## src/rtl/pong_game_ctrl.sv

```systemverilog
// Frame-rate Pong sequencer: moves ball and paddles once per frame_tick,
// resolves wall/paddle collisions, keeps score and runs serve/play/game-over.
module pong_game_ctrl #(
    parameter int H_DISPLAY    = 640,
    parameter int V_DISPLAY    = 480,
    parameter int BALL_SIZE    = 8,
    parameter int PADDLE_W     = 8,
    parameter int PADDLE_H     = 64,
    parameter int PADDLE_L_X   = 16,
    parameter int PADDLE_R_X   = 616,
    parameter int BALL_SPEED   = 2,
    parameter int PADDLE_SPEED = 4,
    parameter int WIN_SCORE    = 7,
    parameter int SERVE_FRAMES = 60
) (
    input  logic       clk,
    input  logic       rst,
    input  logic       frame_tick,
    input  logic       start,
    input  logic       up_l,
    input  logic       dn_l,
    input  logic       up_r,
    input  logic       dn_r,
    output logic [9:0] ball_x,
    output logic [9:0] ball_y,
    output logic [9:0] paddle_l_y,
    output logic [9:0] paddle_r_y,
    output logic [3:0] score_l,
    output logic [3:0] score_r,
    output logic [2:0] state,
    output logic       game_over
);

    typedef enum logic [2:0] {
        IDLE      = 3'd0,
        SERVE     = 3'd1,
        PLAY      = 3'd2,
        SCORE     = 3'd3,
        GAME_OVER = 3'd4
    } state_t;

    localparam int CW = $clog2(SERVE_FRAMES + 1);

    localparam logic [9:0] BALL_X0    = 10'((H_DISPLAY - BALL_SIZE) / 2);
    localparam logic [9:0] BALL_Y0    = 10'((V_DISPLAY - BALL_SIZE) / 2);
    localparam logic [9:0] PAD_Y0     = 10'((V_DISPLAY - PADDLE_H) / 2);
    localparam logic [9:0] PAD_Y_MAX  = 10'(V_DISPLAY - PADDLE_H);
    localparam logic [9:0] BALL_X_MAX = 10'(H_DISPLAY - BALL_SIZE);
    localparam logic [9:0] BALL_Y_MAX = 10'(V_DISPLAY - BALL_SIZE);
    localparam logic [9:0] L_FACE     = 10'(PADDLE_L_X + PADDLE_W);
    localparam logic [9:0] R_FACE     = 10'(PADDLE_R_X);
    localparam logic [9:0] R_STOP     = 10'(PADDLE_R_X - BALL_SIZE);
    localparam logic [9:0] B_SPD      = 10'(BALL_SPEED);
    localparam logic [9:0] P_SPD      = 10'(PADDLE_SPEED);
    localparam logic [9:0] B_SZ       = 10'(BALL_SIZE);
    localparam logic [9:0] P_H        = 10'(PADDLE_H);
    localparam logic [3:0] WIN        = 4'(WIN_SCORE);
    localparam logic [CW-1:0] SERVE_LOAD = CW'(SERVE_FRAMES - 1);

    state_t          state_q, state_nxt;
    logic [9:0]      ball_x_nxt, ball_y_nxt, paddle_l_nxt, paddle_r_nxt;
    logic [3:0]      score_l_nxt, score_r_nxt;
    logic [CW-1:0]   serve_cnt, serve_cnt_nxt;
    logic            dir_x, dir_x_nxt;
    logic            dir_y, dir_y_nxt;
    logic            game_over_nxt;
    logic            overlap_l, overlap_r, hit_l, hit_r;

    // Up/down with clamping at the screen edges; conflicting buttons hold.
    function automatic logic [9:0] paddle_step(input logic [9:0] y, input logic up, input logic dn);
        paddle_step = y;
        if (up && !dn)
            paddle_step = (y <= P_SPD) ? 10'd0 : y - P_SPD;
        else if (dn && !up)
            paddle_step = (y >= PAD_Y_MAX - P_SPD) ? PAD_Y_MAX : y + P_SPD;
    endfunction

    assign overlap_l = (ball_y + B_SZ > paddle_l_y) && (ball_y < paddle_l_y + P_H);
    assign overlap_r = (ball_y + B_SZ > paddle_r_y) && (ball_y < paddle_r_y + P_H);
    assign hit_l     = (ball_x >= L_FACE) && (ball_x - B_SPD <= L_FACE) && overlap_l;
    assign hit_r     = (ball_x + B_SZ <= R_FACE) && (ball_x + B_SPD + B_SZ >= R_FACE) && overlap_r;

    always_comb begin
        state_nxt     = state_q;
        ball_x_nxt    = ball_x;
        ball_y_nxt    = ball_y;
        paddle_l_nxt  = paddle_l_y;
        paddle_r_nxt  = paddle_r_y;
        score_l_nxt   = score_l;
        score_r_nxt   = score_r;
        serve_cnt_nxt = serve_cnt;
        dir_x_nxt     = dir_x;
        dir_y_nxt     = dir_y;

        case (state_q)
            IDLE: begin
                if (start) begin
                    state_nxt     = SERVE;
                    score_l_nxt   = 4'd0;
                    score_r_nxt   = 4'd0;
                    serve_cnt_nxt = SERVE_LOAD;
                    ball_x_nxt    = BALL_X0;
                    ball_y_nxt    = BALL_Y0;
                    paddle_l_nxt  = PAD_Y0;
                    paddle_r_nxt  = PAD_Y0;
                end
            end

            SERVE: begin
                if (frame_tick) begin
                    paddle_l_nxt = paddle_step(paddle_l_y, up_l, dn_l);
                    paddle_r_nxt = paddle_step(paddle_r_y, up_r, dn_r);
                    ball_x_nxt   = BALL_X0;
                    ball_y_nxt   = BALL_Y0;
                    if (serve_cnt == '0)
                        state_nxt = PLAY;
                    else
                        serve_cnt_nxt = serve_cnt - 1'b1;
                end
            end

            PLAY: begin
                if (frame_tick) begin
                    paddle_l_nxt = paddle_step(paddle_l_y, up_l, dn_l);
                    paddle_r_nxt = paddle_step(paddle_r_y, up_r, dn_r);

                    if (dir_y) begin
                        if (ball_y + B_SPD >= BALL_Y_MAX) begin
                            ball_y_nxt = BALL_Y_MAX;
                            dir_y_nxt  = 1'b0;
                        end else begin
                            ball_y_nxt = ball_y + B_SPD;
                        end
                    end else if (ball_y <= B_SPD) begin
                        ball_y_nxt = 10'd0;
                        dir_y_nxt  = 1'b1;
                    end else begin
                        ball_y_nxt = ball_y - B_SPD;
                    end

                    // A paddle hit takes priority over the miss test on the same side.
                    if (!dir_x) begin
                        if (hit_l) begin
                            ball_x_nxt = L_FACE;
                            dir_x_nxt  = 1'b1;
                        end else if (ball_x <= B_SPD) begin
                            ball_x_nxt = 10'd0;
                            if (score_r < WIN)
                                score_r_nxt = score_r + 4'd1;
                            state_nxt = SCORE;
                        end else begin
                            ball_x_nxt = ball_x - B_SPD;
                        end
                    end else begin
                        if (hit_r) begin
                            ball_x_nxt = R_STOP;
                            dir_x_nxt  = 1'b0;
                        end else if (ball_x + B_SPD >= BALL_X_MAX) begin
                            ball_x_nxt = BALL_X_MAX;
                            if (score_l < WIN)
                                score_l_nxt = score_l + 4'd1;
                            state_nxt = SCORE;
                        end else begin
                            ball_x_nxt = ball_x + B_SPD;
                        end
                    end
                end
            end

            SCORE: begin
                if (frame_tick) begin
                    if (score_l == WIN || score_r == WIN) begin
                        state_nxt = GAME_OVER;
                    end else begin
                        // The ball rests at x=0 after a left miss, so serve back toward the left.
                        dir_x_nxt     = (ball_x != 10'd0);
                        ball_x_nxt    = BALL_X0;
                        ball_y_nxt    = BALL_Y0;
                        serve_cnt_nxt = SERVE_LOAD;
                        state_nxt     = SERVE;
                    end
                end
            end

            GAME_OVER: begin
                if (start) begin
                    state_nxt     = SERVE;
                    score_l_nxt   = 4'd0;
                    score_r_nxt   = 4'd0;
                    serve_cnt_nxt = SERVE_LOAD;
                    ball_x_nxt    = BALL_X0;
                    ball_y_nxt    = BALL_Y0;
                    paddle_l_nxt  = PAD_Y0;
                    paddle_r_nxt  = PAD_Y0;
                end
            end

            default: state_nxt = IDLE;
        endcase

        game_over_nxt = (state_nxt == GAME_OVER);
    end

    always_ff @(posedge clk or posedge rst) begin
        if (rst) begin
            state_q    <= IDLE;
            ball_x     <= BALL_X0;
            ball_y     <= BALL_Y0;
            paddle_l_y <= PAD_Y0;
            paddle_r_y <= PAD_Y0;
            score_l    <= 4'd0;
            score_r    <= 4'd0;
            serve_cnt  <= '0;
            dir_x      <= 1'b1;
            dir_y      <= 1'b1;
            game_over  <= 1'b0;
        end else begin
            state_q    <= state_nxt;
            ball_x     <= ball_x_nxt;
            ball_y     <= ball_y_nxt;
            paddle_l_y <= paddle_l_nxt;
            paddle_r_y <= paddle_r_nxt;
            score_l    <= score_l_nxt;
            score_r    <= score_r_nxt;
            serve_cnt  <= serve_cnt_nxt;
            dir_x      <= dir_x_nxt;
            dir_y      <= dir_y_nxt;
            game_over  <= game_over_nxt;
        end
    end

    assign state = state_q;

endmodule

```

## config.mk

```make
export PLATFORM = sky130hd
export DESIGN_NAME = pong_game_ctrl
export DESIGN_NICKNAME = d
export VERILOG_FILES = /design/src/rtl/pong_game_ctrl.sv
export SDC_FILE = /design/constraint.sdc
export NUM_CORES = 1
export LEC_CHECK = 0
export ABC_CLOCK_PERIOD_IN_PS = 4420
export CAP_MARGIN = 20
export CELL_PAD_IN_SITES_DETAIL_PLACEMENT = 1
export CELL_PAD_IN_SITES_GLOBAL_PLACEMENT = 2
export CORE_MARGIN = 1
export CORE_UTILIZATION = 34
export DETAILED_ROUTE_END_ITERATION = 16
export PLACE_DENSITY_LB_ADDON = 0.1
export SLEW_MARGIN = 20
export SYNTH_ARGS = -nofsm -noshare
export SYNTH_HDL_FRONTEND = slang
export SYNTH_SLANG_ARGS = --single-unit
export TNS_END_PERCENT = 5
```

## constraint.sdc

```tcl
create_clock -name clk -period 4.42 [get_ports clk]
set_input_delay 0.884 -clock clk [delete_from_list [all_inputs] [get_ports clk]]
set_output_delay 0.884 -clock clk [all_outputs]
set_load 0.03 [all_outputs]
```

==> results.json <==
{
  "status": "finished clean",
  "coreArea_um2": 16000,
  "ios": 60,
  "gp_congestion": 0.818,
  "fill_cells": 1985,
  "yosysSeqAreaShare": 0.245,
  "num_rows": 46,
  "cap_violations": 0,
  "diodes": 0,
  "synth.distinct_cells": 75,
  "ctsHoldBuffers": 0,
  "synth_common_cells": "67 x nand2_1, 63 x ha_1, 57 x nor2_1",
  "tns_ps": 0,
  "ctsRootBufferMaster": "clkbuf_16",
  "rsz0062_at_grt": "false",
  "syn_area_um2": 5600,
  "p_seq_frac": 0.293,
  "die_y_um": 130,
  "netlist_instances": 711,
  "clock_latency_ps": 310,
  "finalHoldViolCount": 0,
  "yosys.area.top_type": "dfrtp_1",
  "top_layer_used": "met4",
  "wire_per_inst_um": 19.3,
  "drive_above_1_share": 0.0636,
  "cts_buffer_depth": 2,
  "switchingPower_mw": 1.32,
  "drtIter0Drc": 244,
  "synth_top_area_share": 0.161,
  "initial_utilization": 0.350,
  "overflow": 0,
  "postCtsSetupRepairBufs": 0,
  "path_clk_slew_ps": 80,
  "ctsResizeCount": 0,
  "multiInputGateArea_um2": 3860,
  "tightest_slew_ps": 1040,
  "cp.required_ps": 4610,
  "power_density_nw_per_um2": 441,
  "vias_per_cell": 5.75,
  "ys_warn_count": 0,
  "cp_slowest_cell": "dfstp_2",
  "worstSetupStartpointType": "register",
  "p_clk_frac": 0.174,
  "synth-edff-count": 0,
  "track_usage": 0.231,
  "critPathCaptureType": "register",
  "layout-area-overhead-vs-synth_pct": 14.6,
  "cts_tree": "done",
  "comb_power_share": 0.533,
  "drc": 0,
  "grt_pass1_wl_mm": 30.6,
  "ant_nets": 0,
  "swShare": 0.468,
  "postLayoutCellArea_um2": 6410,
  "post-dp-hpwl_mm": 13.8,
  "place_ws_ps": 663,
  "place_area_um2": 6240,
  "clock.fmax_mhz": 265,
  "crit_path_max_fanout": 13,
  "timing.final.ws_setup_ps": 653,
  "arrival_ps": 3960,
  "clock_skew_ps": 11.7,
  "async_flop_share": 1.00,
  "first_global_vias": 5711,
  "synth.most_common_cell": "nand2_1",
  "antenna_found_initial": 0,
  "slew_headroom": 0.299,
  "critical_path_class": "reg -> reg",
  "seq_area_um2": 1370,
  "synthFlopType": "dfrtp_1",
  "p_int_mw": 1.51,
  "die_area_um2": 17000,
  "synth_area_leaders": "dfrtp_1 16%, ha_1 14%, dfstp_2 8.4%, o21ai_0 4.6%, nand2_1 4.5%",
  "grt_max_degree": 35,
  "period_needed_ps": 3770,
  "p_leak_nw": 2.66,
  "dr_wl_met3_um": 498,
  "io_buffer_count": 53,
  "vias": 5493,
  "slowest_delay_ps": 640,
  "die-width_um": 130,
  "critical_path_buf_inv_count": 0,
  "h-tree-depth": 2,
  "cts_buffers": 5,
  "setup_violations": 0,
  "ir_drop_mv": 0.229,
  "met2_length_mm": 9.13,
  "cp_top_family": "simple AND/OR/NAND/NOR gates",
  "synth.avg_cell_area_um2": 7.87,
  "wl_met1_mm": 8.66,
  "drv_slew": 0,
  "firstDrtPassIters": 4,
  "post-route-period-util": 0.852,
  "min_path_type": "reg -> reg",
  "cts.sinks": 54,
  "ys_ff_latch": 54,
  "cp_cell_sequence": "ha_1 -> nand3_1 -> nor2_1 -> xor2_1 -> ha_1 -> nand4_1 -> nor3_1 -> nor4_1 -> o311a_1 -> nand4_1 -> o21ai_2 -> nor2_1 -> a32o_1",
  "final_nets": 809,
  "routed_wirelength_mm": 18.5
}
## kinds of logic after synthesis
family                     after synthesis  synth area share
AOI/OAI and AO/OA                      215             0.262
xor gates and xnor gates                30            0.0469
adders and majority gates               63             0.141
buffers and inverters                   86            0.0677
DFF                                     54             0.245
muxes                                    4           0.00738
other                                    1          0.000670
and+or+nand+nor                        258             0.229
## area by class of cell
class / count / area share
Inverter: 42 / 0.0246
Tap cell: 216 / 0.0421
Multi-Input combinational cell: 576 / 0.602
Clock inverter: 1 / 0.00468
Clock buffer: 7 / 0.0222
Sequential cell: 54 / 0.214
Timing Repair Buffer: 59 / 0.0897
## flip-flops by register name (all words and copies together), names as in the netlist
name / cells
ball_x: 9
ball_y: 9
dir_x: 1
dir_y: 1
game_over: 1
paddle_l_y: 8
paddle_r_y: 8
score_l: 4
score_r: 4
serve_cnt: 6
state: 3
## worst paths after layout
path	start	endpoint	slack, ps	depth (start not counted)
max reg2reg	ball_y[3]$_DFFE_PP1P_	score_l[2]$_DFFE_PP0P_	650	13
max	ball_y[3]$_DFFE_PP1P_	score_l[2]$_DFFE_PP0P_	650	13
min	serve_cnt[5]$_DFFE_PP0P_	serve_cnt[5]$_DFFE_PP0P_	480	1
min in group asynchronous	rst	paddle_r_y[8]$_DFFE_PP0P_	1080	2
max in group asynchronous	rst	ball_x[2]$_DFFE_PP1P_	2430	3
min reg2reg	serve_cnt[5]$_DFFE_PP0P_	serve_cnt[5]$_DFFE_PP0P_	480	1
## stage by stage
stage / instances / utilization / power, mW / hold slack, ps
after global placement: 947 / 0.390 / 2.30 / 468
final: 955 / 0.401 / 2.83 / 476
after global routing: 955 / 0.401 / 3.06 / 508
after detailed placement: 947 / 0.390 / 2.35 / 476
after CTS: 955 / 0.401 / 2.85 / 488
after floorplan: 716 / - / 1.85 / 444
## layout by cell type (no fill, tap or decap), types with 26 or more instances in the layout
master and n:
clkdlybuf4s50_1 53, xnor2_1 26, nor2_1 57, dfrtp_1 36, a21oi_1 41, o21ai_0 52
inv_1 41, nor3_1 29, ha_1 63, nand2_1 67
## power groups by stage
stage	Sequential, mW	Combinational (mW)	Clock [mW]
after global routing	0.855	1.69	0.520
after global placement	0.832	1.47	0
after floorplan	0.875	0.974	0
final	0.829	1.51	0.493
after CTS	0.831	1.52	0.504
after detailed placement	0.839	1.51	0
## metal layers
layer | GRT usage | vias up
li1 | - | 2644
met1 | 0.301 | 2756
met2 | 0.404 | 83
met3 | 0.0303 | 10
met4 | 0.0458 | 0
met5 | 0 | -
## worst reg2reg max path, stage by stage (launching register included)
cell     delay (ps)
dfstp_2         640
ha_1            340
nand3_1         120
nor2_1          210
xor2_1          240
ha_1            280
nand4_1         120
nor3_1           70
nor4_1          270
o311a_1         200
nand4_1         140
o21ai_2         560
nor2_1          160
a32o_1          300
Power figures use the tool's default switching activity.
==> RTL change 1 (config.mk and constraints unchanged) <==
Add an input register stage for `frame_tick`, `start`, `up_l`, `dn_l`, `up_r` and `dn_r`, without a reset; this delays them by one clock.
--- a/src/rtl/pong_game_ctrl.sv
+++ b/src/rtl/pong_game_ctrl.sv
@@ -57,6 +57,22 @@
     localparam logic [3:0] WIN        = 4'(WIN_SCORE);
     localparam logic [CW-1:0] SERVE_LOAD = CW'(SERVE_FRAMES - 1);
 
+    logic frame_tick_q;
+    logic start_q;
+    logic up_l_q;
+    logic dn_l_q;
+    logic up_r_q;
+    logic dn_r_q;
+
+    always_ff @(posedge clk) begin
+        frame_tick_q <= frame_tick;
+        start_q      <= start;
+        up_l_q       <= up_l;
+        dn_l_q       <= dn_l;
+        up_r_q       <= up_r;
+        dn_r_q       <= dn_r;
+    end
+
     state_t          state_q, state_nxt;
     logic [9:0]      ball_x_nxt, ball_y_nxt, paddle_l_nxt, paddle_r_nxt;
     logic [3:0]      score_l_nxt, score_r_nxt;
@@ -94,7 +110,7 @@
 
         case (state_q)
             IDLE: begin
-                if (start) begin
+                if (start_q) begin
                     state_nxt     = SERVE;
                     score_l_nxt   = 4'd0;
                     score_r_nxt   = 4'd0;
@@ -107,9 +123,9 @@
             end
 
             SERVE: begin
-                if (frame_tick) begin
-                    paddle_l_nxt = paddle_step(paddle_l_y, up_l, dn_l);
-                    paddle_r_nxt = paddle_step(paddle_r_y, up_r, dn_r);
+                if (frame_tick_q) begin
+                    paddle_l_nxt = paddle_step(paddle_l_y, up_l_q, dn_l_q);
+                    paddle_r_nxt = paddle_step(paddle_r_y, up_r_q, dn_r_q);
                     ball_x_nxt   = BALL_X0;
                     ball_y_nxt   = BALL_Y0;
                     if (serve_cnt == '0)
@@ -120,9 +136,9 @@
             end
 
             PLAY: begin
-                if (frame_tick) begin
-                    paddle_l_nxt = paddle_step(paddle_l_y, up_l, dn_l);
-                    paddle_r_nxt = paddle_step(paddle_r_y, up_r, dn_r);
+                if (frame_tick_q) begin
+                    paddle_l_nxt = paddle_step(paddle_l_y, up_l_q, dn_l_q);
+                    paddle_r_nxt = paddle_step(paddle_r_y, up_r_q, dn_r_q);
 
                     if (dir_y) begin
                         if (ball_y + B_SPD >= BALL_Y_MAX) begin
@@ -168,7 +184,7 @@
             end
 
             SCORE: begin
-                if (frame_tick) begin
+                if (frame_tick_q) begin
                     if (score_l == WIN || score_r == WIN) begin
                         state_nxt = GAME_OVER;
                     end else begin
@@ -183,7 +199,7 @@
             end
 
             GAME_OVER: begin
-                if (start) begin
+                if (start_q) begin
                     state_nxt     = SERVE;
                     score_l_nxt   = 4'd0;
                     score_r_nxt   = 4'd0;
Function: changed (a bounded check fails within 4 cycles, from zero or initial values and one cycle with rst high).
==> RTL change 1 against the original RTL <==
  * Critical path type unchanged
  * Worst setup slack better by 0.36 ns
  * Critical endpoint is now ball_x[3]
  * Largest cell class unchanged
  * Design area rose by 2.8%
  * Synthesized area rose by 0.40%
  * Fmax is 11% higher
  * Routed wire length down 3.4%
  * Sequential cell count is 6 higher
  * Power up 0.44%
  * Sequential power barely moved
==> RTL change 1: results (changes against the original RTL) <==
- The sequential power share came to 29.2% (about the same).
- Asr flop ratio synth: 90.0% (-10 points)
- Non-clock buffer contribution to total cell area: 8.73% (-0.24 points)
- The run finished with clean final reports.
- The portion of total power attributed to the clock network is 25.1% (+7.7 points).
- Routability Congestion: 0.827 (+1.1%)
- Sequential Area: 0.00149 mm2 (+8.7%)
* Multi-input combinational cell count: 546 (-5.2%)
- The net switching power came to 1230 uW (-6.7%).
- Net count, final: 788 (-2.6%)
- The post-detailed-route via-to-cell ratio came to 5.64 (-1.9%).
* Average size of a mapped cell: 8.33 um2 (+5.8%)
* Number of global-route vias before repair: 5439 (-4.8%)
* Routed via count: 5292 (-3.7%)
- Count of different cell masters after synthesis: 87 (+16%)
- Total instance count after detailed placement: 922 (-2.6%)
- The total length of routed met3 wires was 438 um (-12%).
* # clk buffers: 11 (+4)
- In this run the critical register-to-register path is launched from ball_y[5].
- The power of the sequential group was 830 uW (about the same).
- The slew at the pin closest to its max-slew limit came to 0.859 ns (-0.179 ns).
* Wire length of the first global-routing pass: 28.7 mm (-6.1%)
- The global routing usage on met1 is 28.5% (-1.6 points).
- Hold_sp: start_q
- The maximum number of pins on one net before global-route repair came to 26 (-26%).
- Worst hold slack: 0.480 ns (+0.00428 ns)
* Cell area reported after detailed placement: 0.00630 mm2 (+0.90%)
==> RTL change 1: cell count changes after synthesis, sizes merged, moves of 5 or more <==
cell,change
clkbuf,-11
nor2,-10
nor3,-10
a21oi,+7
o31ai,+7
dfxtp,+6
nand2,-5
nand3,+5
nand3b,-5
nor4,-5
==> RTL change 1: kinds of logic (layout without fill, tap and decap cells) <==
family,count (synthesis),after routing,synth area share [%]
other,1,6,0.0667
AND/OR/NAND/NOR,228,228,20.8
buffers and inverters,74,116,6.08
flip-flops,60,60,26.6
multiplexers,7,7,1.27
AO/OA/AOI/OAI,211,211,25.6
XOR/XNOR,31,31,5.57
adder cells (fa/ha/maj),63,63,14.0
==> RTL change 1: critical path, cell delays in order (launching register included) <==
cell	delay, ns
dfstp_2	0.72
and3_1	0.25
nand3_1	0.11
xnor2_1	0.26
ha_1	0.30
nand4_1	0.13
nor3_1	0.06
a211oi_1	0.23
o221a_2	0.30
o211ai_2	0.12
a32oi_4	0.37
nor2_1	0.11
o32a_1	0.34
==> RTL change 2 (same settings) <==
Without the edit above. `SERVE_FRAMES`: 60 -> 120.
--- a/src/rtl/pong_game_ctrl.sv
+++ b/src/rtl/pong_game_ctrl.sv
@@ -11,7 +11,7 @@
     parameter int BALL_SPEED   = 2,
     parameter int PADDLE_SPEED = 4,
     parameter int WIN_SCORE    = 7,
-    parameter int SERVE_FRAMES = 60
+    parameter int SERVE_FRAMES = 120
 ) (
     input  logic       clk,
     input  logic       rst,
Function: same outputs for any inputs over 4 cycles, from zero or initial values and one cycle with rst high; that may be too few to reach the edited logic, so the function may still have changed.
==> RTL change 2 against the original RTL <==
  * Power decreased by 16%
  * Clock power decreased by 7.9%
  * Design area decreased by 1.2%
  * Global-route usage about the same
  * Worst setup slack improved by 0.094 ns
  * Largest power group unchanged
  * Non-clock buffer count increased by 2
  * Critical path type unchanged
  * Synthesized area decreased by 2.1%
  * Cell count decreased by 2.0%
  * Routed wire length decreased by 1.8%
  * Sequential cell count increased by 1
  * Count of clock-buffer cells in the layout decreased by 2
==> RTL change 2: results (changes against the original RTL) <==
* Routed via count: 5309 (-3.3%)
- The cell count of the worst reg-to-reg path came to 11 (-2).
- HPWL Detailed: 13.9 mm (+0.66%)
- CP max stage cell: dfrtp_1
- The number of filler instances in the final layout was 1923 (-3.1%).
* Maximum number of pins on one net before global-route repair: 29 (-17%)
- R2R Setup Slk: 0.75 ns (+0.09 ns)
* Most instantiated cells after synthesis: 63 x ha_1, 61 x nand2_1, 53 x nor2_1
- The detailed-routing wirelength on met1 is 8.36 mm (-3.5%).
- Critical path startpoint: ball_x[1]
- The post-detailed-route via-to-cell ratio came to 5.67 (-1.4%).
- The gate count of the mapped netlist is 685 (-3.7%).
- The final-stage net count came to 790 (-2.3%).
- Routed wirelength normalized by instance count: 19.4 um (+0.18%)
- Share of post-route cells with drive strength above 1: 6.39% (+0.029 points)
- Worst path top cell family by delay: compound AO/OA/AOI/OAI gates
- The total length of routed met3 wires was 490 um (-1.6%).
- Number of global-route vias before repair: 5402 (-5.4%)
- Final cycle utilization of the critical path: 83.1% (-2.1 points)
* Fin Clk Skew: 0.0128 ns (+0.00109 ns)
- Cell leakage power: 0.00256 uW (-3.6%)
- Synth top area cells: dfrtp_1 17%, ha_1 14%, dfstp_2 8.6%
- Cell area reported after detailed placement: 0.00618 mm2 (-0.94%)
- The worst hold path begins at serve_cnt[6].
- The total length of routed met2 wires was 9.09 mm (-0.49%).
- Max VDD drop: 0.170 mV (-26%)
* Maximum cell stage delay along the critical path: 0.62 ns (-0.02 ns)
* Total instance count after detailed placement: 928 (-2.0%)
- The slew at the pin closest to its max-slew limit was 0.998 ns (-0.0395 ns).
* Run status: completed
RTL change 2: cell types whose count changed in the layout (fill, tap and decap cells not counted), sizes merged, moves of 5 or more:
cell,delta
xor2,+6
mux2i,+5
o31a,-7
nor3,-7
nand2b,-6
o211ai,-7
a21oi,+8
nand2,-7
a21o,-7
o31ai,+5
RTL change 2: cell families after synthesis:
| group | count (synthesis) | share of synthesized area [%] |
|---|---|---|
| adder cells (fa/ha/maj) | 63 | 14.4 |
| buffers and inverters | 81 | 6.12 |
| AND/OR/NAND/NOR | 239 | 22.4 |
| XOR/XNOR | 37 | 5.91 |
| flip-flops | 55 | 25.5 |
| multiplexers | 8 | 1.46 |
| AO/OA/AOI/OAI | 201 | 24.2 |
| other | 1 | 0.0684 |
RTL change 2: final cells by class:
class	instances	area, um2	share of cell area [%]
Clock buffer	5	125	1.97
Clock inverter	3	31.3	0.493
Timing Repair Buffer	61	591	9.32
Tap cell	216	270	4.26
Inverter	42	158	2.49
Sequential cell	55	1400	22.1
Multi-Input combinational cell	554	3760	59.4
